===== src/rtl/vdff_skew_line.sv =====
// Multi-channel programmable skew/delay register with stall, valid tracking
// and config-load flush, used to re-align data around bypassed PEs.
module vdff_skew_line #(
    parameter int WORD_SIZE     = 16,
    parameter int NUM_CH        = 4,
    parameter int MAX_DELAY     = 4,
    parameter int DEFAULT_DELAY = 0,
    localparam int DW           = $clog2(MAX_DELAY + 1)
) (
    input  logic                        clk,
    input  logic                        rst_n,
    input  logic                        en,
    input  logic                        cfg_load,
    input  logic [NUM_CH*DW-1:0]        delay_cfg,
    input  logic                        in_valid,
    input  logic [NUM_CH*WORD_SIZE-1:0] D,
    output logic [NUM_CH*WORD_SIZE-1:0] Q,
    output logic [NUM_CH-1:0]           Q_valid,
    output logic                        busy
);

    logic [WORD_SIZE-1:0] stage [NUM_CH][MAX_DELAY];
    logic [MAX_DELAY-1:0] vbit  [NUM_CH];
    logic [DW-1:0]        delay [NUM_CH];

    logic [WORD_SIZE-1:0] tap_d     [NUM_CH];
    logic                 tap_v     [NUM_CH];
    logic [DW-1:0]        delay_nxt [NUM_CH];

    // Select the output tap per channel; delay 0 bypasses the chain entirely.
    always_comb begin
        for (int c = 0; c < NUM_CH; c++) begin
            tap_d[c] = D[c*WORD_SIZE +: WORD_SIZE];
            tap_v[c] = in_valid;
            for (int k = 0; k < MAX_DELAY; k++) begin
                if (delay[c] == DW'(k + 1)) begin
                    tap_d[c] = stage[c][k];
                    tap_v[c] = vbit[c][k];
                end
            end
        end
    end

    // Saturate each requested delay field to the chain length.
    always_comb begin
        for (int c = 0; c < NUM_CH; c++) begin
            delay_nxt[c] = delay_cfg[c*DW +: DW];
            if (delay_cfg[c*DW +: DW] > DW'(MAX_DELAY)) begin
                delay_nxt[c] = DW'(MAX_DELAY);
            end
        end
    end

    // Shift chains and update outputs on en; cfg_load re-programs and flushes valids.
    always_ff @(posedge clk) begin
        if (!rst_n) begin
            for (int c = 0; c < NUM_CH; c++) begin
                for (int k = 0; k < MAX_DELAY; k++) begin
                    stage[c][k] <= '0;
                end
                vbit[c]  <= '0;
                delay[c] <= DW'(DEFAULT_DELAY);
            end
            Q       <= '0;
            Q_valid <= '0;
        end else begin
            if (en) begin
                for (int c = 0; c < NUM_CH; c++) begin
                    stage[c][0] <= D[c*WORD_SIZE +: WORD_SIZE];
                    for (int k = 1; k < MAX_DELAY; k++) begin
                        stage[c][k] <= stage[c][k-1];
                    end
                    vbit[c] <= (vbit[c] << 1) | MAX_DELAY'(in_valid);
                    Q[c*WORD_SIZE +: WORD_SIZE] <= tap_d[c];
                    Q_valid[c] <= tap_v[c];
                end
            end
            if (cfg_load) begin
                for (int c = 0; c < NUM_CH; c++) begin
                    delay[c]   <= delay_nxt[c];
                    vbit[c]    <= en ? MAX_DELAY'(in_valid) : '0;
                    Q_valid[c] <= 1'b0;
                end
            end
        end
    end

    // Any valid word still travelling through any chain.
    always_comb begin
        busy = 1'b0;
        for (int c = 0; c < NUM_CH; c++) begin
            busy = busy | (|vbit[c]);
        end
    end

endmodule


===== config.mk =====
export PLATFORM = sky130hd
export DESIGN_NAME = vdff_skew_line
export DESIGN_NICKNAME = d
export VERILOG_FILES = /design/src/rtl/vdff_skew_line.sv
export SDC_FILE = /design/constraint.sdc
export NUM_CORES = 1
export LEC_CHECK = 0
export CORE_MARGIN = 2
export CORE_UTILIZATION = 55
export CTS_CLUSTER_DIAMETER = 120
export DETAILED_ROUTE_END_ITERATION = 16
export PLACE_DENSITY = 0.79
export SLEW_MARGIN = 20
export SYNTH_ARGS = -nofsm -noshare
export SYNTH_HDL_FRONTEND = slang
export SYNTH_SLANG_ARGS = --single-unit

===== constraint.sdc =====
create_clock -name clk -period 20.4 [get_ports clk]
set_clock_uncertainty 0.1 [all_clocks]
set_input_delay 2.04 -clock clk [delete_from_list [all_inputs] [get_ports clk]]
set_output_delay 2.04 -clock clk [all_outputs]
set_load 0.05 [all_outputs]

==> results.cfg <==
[final_layout]
area_growth_pct = 15.4
final_util_pct = 64.5
drive_above_1_share_pct = 10.8
fill_cells = 2094
insertedDiodeCount = 0
stdcell_area_um2 = 18600
finalNetCount = 1374

[worst_setup_path]
crit_path_end_kind = flip-flop
cp_max_fo = 170
path_cells = buf_6 -> nor2b_4 -> clkinv_8 -> buf_4
critPathKind = primary input to flip-flop
worstPathRequired_ps = 20420
slowest_delay_ps = 910
cp_slowest_cell = nor2b_4
startpoint_type = primary input
arrival_ps = 5280

[placed_design]
dp_slack_ps = 14920
port_buffers = 149
placed_area_um2 = 17400
hpwlAfterDp_um = 21500
gp_congestion = 0.783

[grt]
grt.total_usage_pct = 24.1
grt_max_degree = 171
grt_pass1_wl_um = 58800
grt_pass1_vias = 10700
grt_overflow = 0
grt_antenna_before_repair = 0

[clock_tree]
h-tree-depth = 2
cts_resized = 0
ctsHoldBuffers = 0
clock-root-buffer = clkbuf_16
cts_setup_buffers = 0
clk_latency_ps = 520
cts_sinks = 352
clkTransAtPathRegs_ps = 60
cts_tree = done
cts.path.max_buffers = 3
cts_buffers = 36

[drt]
routedWlPerCell_um = 22.1
dr.pass1.iters = 5
totalWireLength_um = 37600
first_iter_violations = 1485
routed_via_density = 6.40
vias = 10900
ant_nets = 0
drc_errors = 0

[floorplanning]
start_util_pct = 55.9
die_area_um2 = 30600
io_pins = 150
die_w_um = 175
rows = 62
coreArea_um2 = 28800
die_height_um = 175

[status]
status = complete, no violations

[yosys]
synth_cells = 1213
yosysTopAreaCell = edfxtp_1
synthTopCellsByArea = edfxtp_1, and3_1, dfxtp_1
avgSynthCellArea_um2 = 13.3
ys_ff_latch = 352
syn-num-nets = 1294
ys.flop_type = edfxtp_1
ys_types = 47
ys_seq_area_share_pct = 61.1
synth_edf_count = 278
syn_area_um2 = 16100
synth_top_area_share_pct = 51.9
yosysWarnings = 0
synthArstFlopShare_pct = 0

[sta]
fin_crit_sh_pct = 25.8
max_freq_mhz = 190
finalCriticalPeriod_ps = 5260
setup_violations = 0
grt_setup_unrepaired = no
fin_setup_tns_ps = 0
tightestPinTransition_ps = 1090
drv_slew = 0
timing.slew.headroom_pct = 27.3
worst_slack_ps = 15140
hold_viol = 0

[power_and_ir_drop]
peakVddDrop_mv = 0.0601
power_mw = 1.71
p_leak_nw = 7.54
cellPowerDensity_nw_per_um2 = 92.0

[job]
drv_cap = 0

[worst_hold_path]
hold_path.class = flip-flop to flip-flop
where the power goes:
part | leakage, nW | switching [mW] | total (mW) | internal (mW)
Combinational | 3.33 | 0.131 | 0.222 | 0.0905
Clock | 0.540 | 0.272 | 0.623 | 0.350
Sequential | 3.67 | 0.0354 | 0.863 | 0.828
Total | 7.54 | 0.439 | 1.71 | 1.27
cell usage after synthesis (13+ instances only):
library cell,count
o221ai_1,18
nor2_1,64
a32o_1,14
buf_6,13
o21ai_1,13
edfxtp_1,278
mux4_2,31
nand2_1,91
a21oi_1,28
o21a_1,14
dfxtp_1,74
clkbuf_1,71
and3_1,261
a31o_2,18
mux4_1,18
buf_2,16
o21ai_0,24
a311oi_1,33
o32a_1,14
a31o_1,15
mux2_2,17
kinds of logic after synthesis:
family	after synthesis	share of synthesized area [%]
and+or+nand+nor	452	15.4
buffers and inverters	131	4.84
xor gates and xnor gates	2	0.109
DFF	352	61.1
muxes	76	9.09
AOI/OAI and AO/OA	200	9.50
state kept, by name, summed over array words and instances, names as in the netlist:
name	cells
stage	256
Q	64
vbit	16
Q_valid	4
delay	12
final timing paths:
check | start | to | slack, ps | cells after the start
min | Q[6] | Q[6] | 350 | 2
min reg2reg | Q[6] | Q[6] | 350 | 2
max reg2reg | delay[1][2] | Q[18] | 17870 | 3
max | rst_n | stage[0][25] | 15140 | 4
through the flow:
| stage | hold slack, ps | instances |
|---|---|---|
| after floorplan | 383 | 1213 |
| after global placement | 334 | 1638 |
| after detailed placement | 342 | 1638 |
| after CTS | 350 | 1704 |
| after global routing | 372 | 1705 |
| final | 348 | 1705 |
worst max-delay path: cells and delay by family:
kind                   cells  cell delay [ps]
and+or+nand+nor            1              910
buffers and inverters      3             2070
layout by cell type (no fill, tap or decap), types with 15 or more instances in the layout:
cell             count
buf_4               15
o221ai_1            18
dfxtp_1             74
clkbuf_16           37
mux2_2              17
o21ai_0             24
edfxtp_1           278
a21oi_1             28
nand2_1             91
mux4_2              31
a31o_1              15
and3_1             261
nor2_1              64
clkdlybuf4s50_1    147
a311oi_1            33
mux4_1              18
a31o_2              18
layer usage:
layer  GRT usage, %  up-vias  wire length [µm]  part of all wire, %
li1               -     4890                 -                    -
met1           32.9     5444             15500                   41
met2           39.6      486             18400                   49
met3           4.05       85              2540                  6.8
met4           8.19        0              1100                  2.9
met5              0        -                 0                    0
final cells by class:
type | instances | area (µm²) | area share [%]
repair buffers | 165 | 1630 | 8.80
clock inverters | 20 | 125 | 0.674
clock buffers | 46 | 970 | 5.22
multi-input cells | 730 | 5490 | 29.6
flip-flops and latches | 352 | 9830 | 52.9
well taps | 384 | 480 | 2.59
inverters | 8 | 42.5 | 0.229
(Power assumes the default switching activity.)
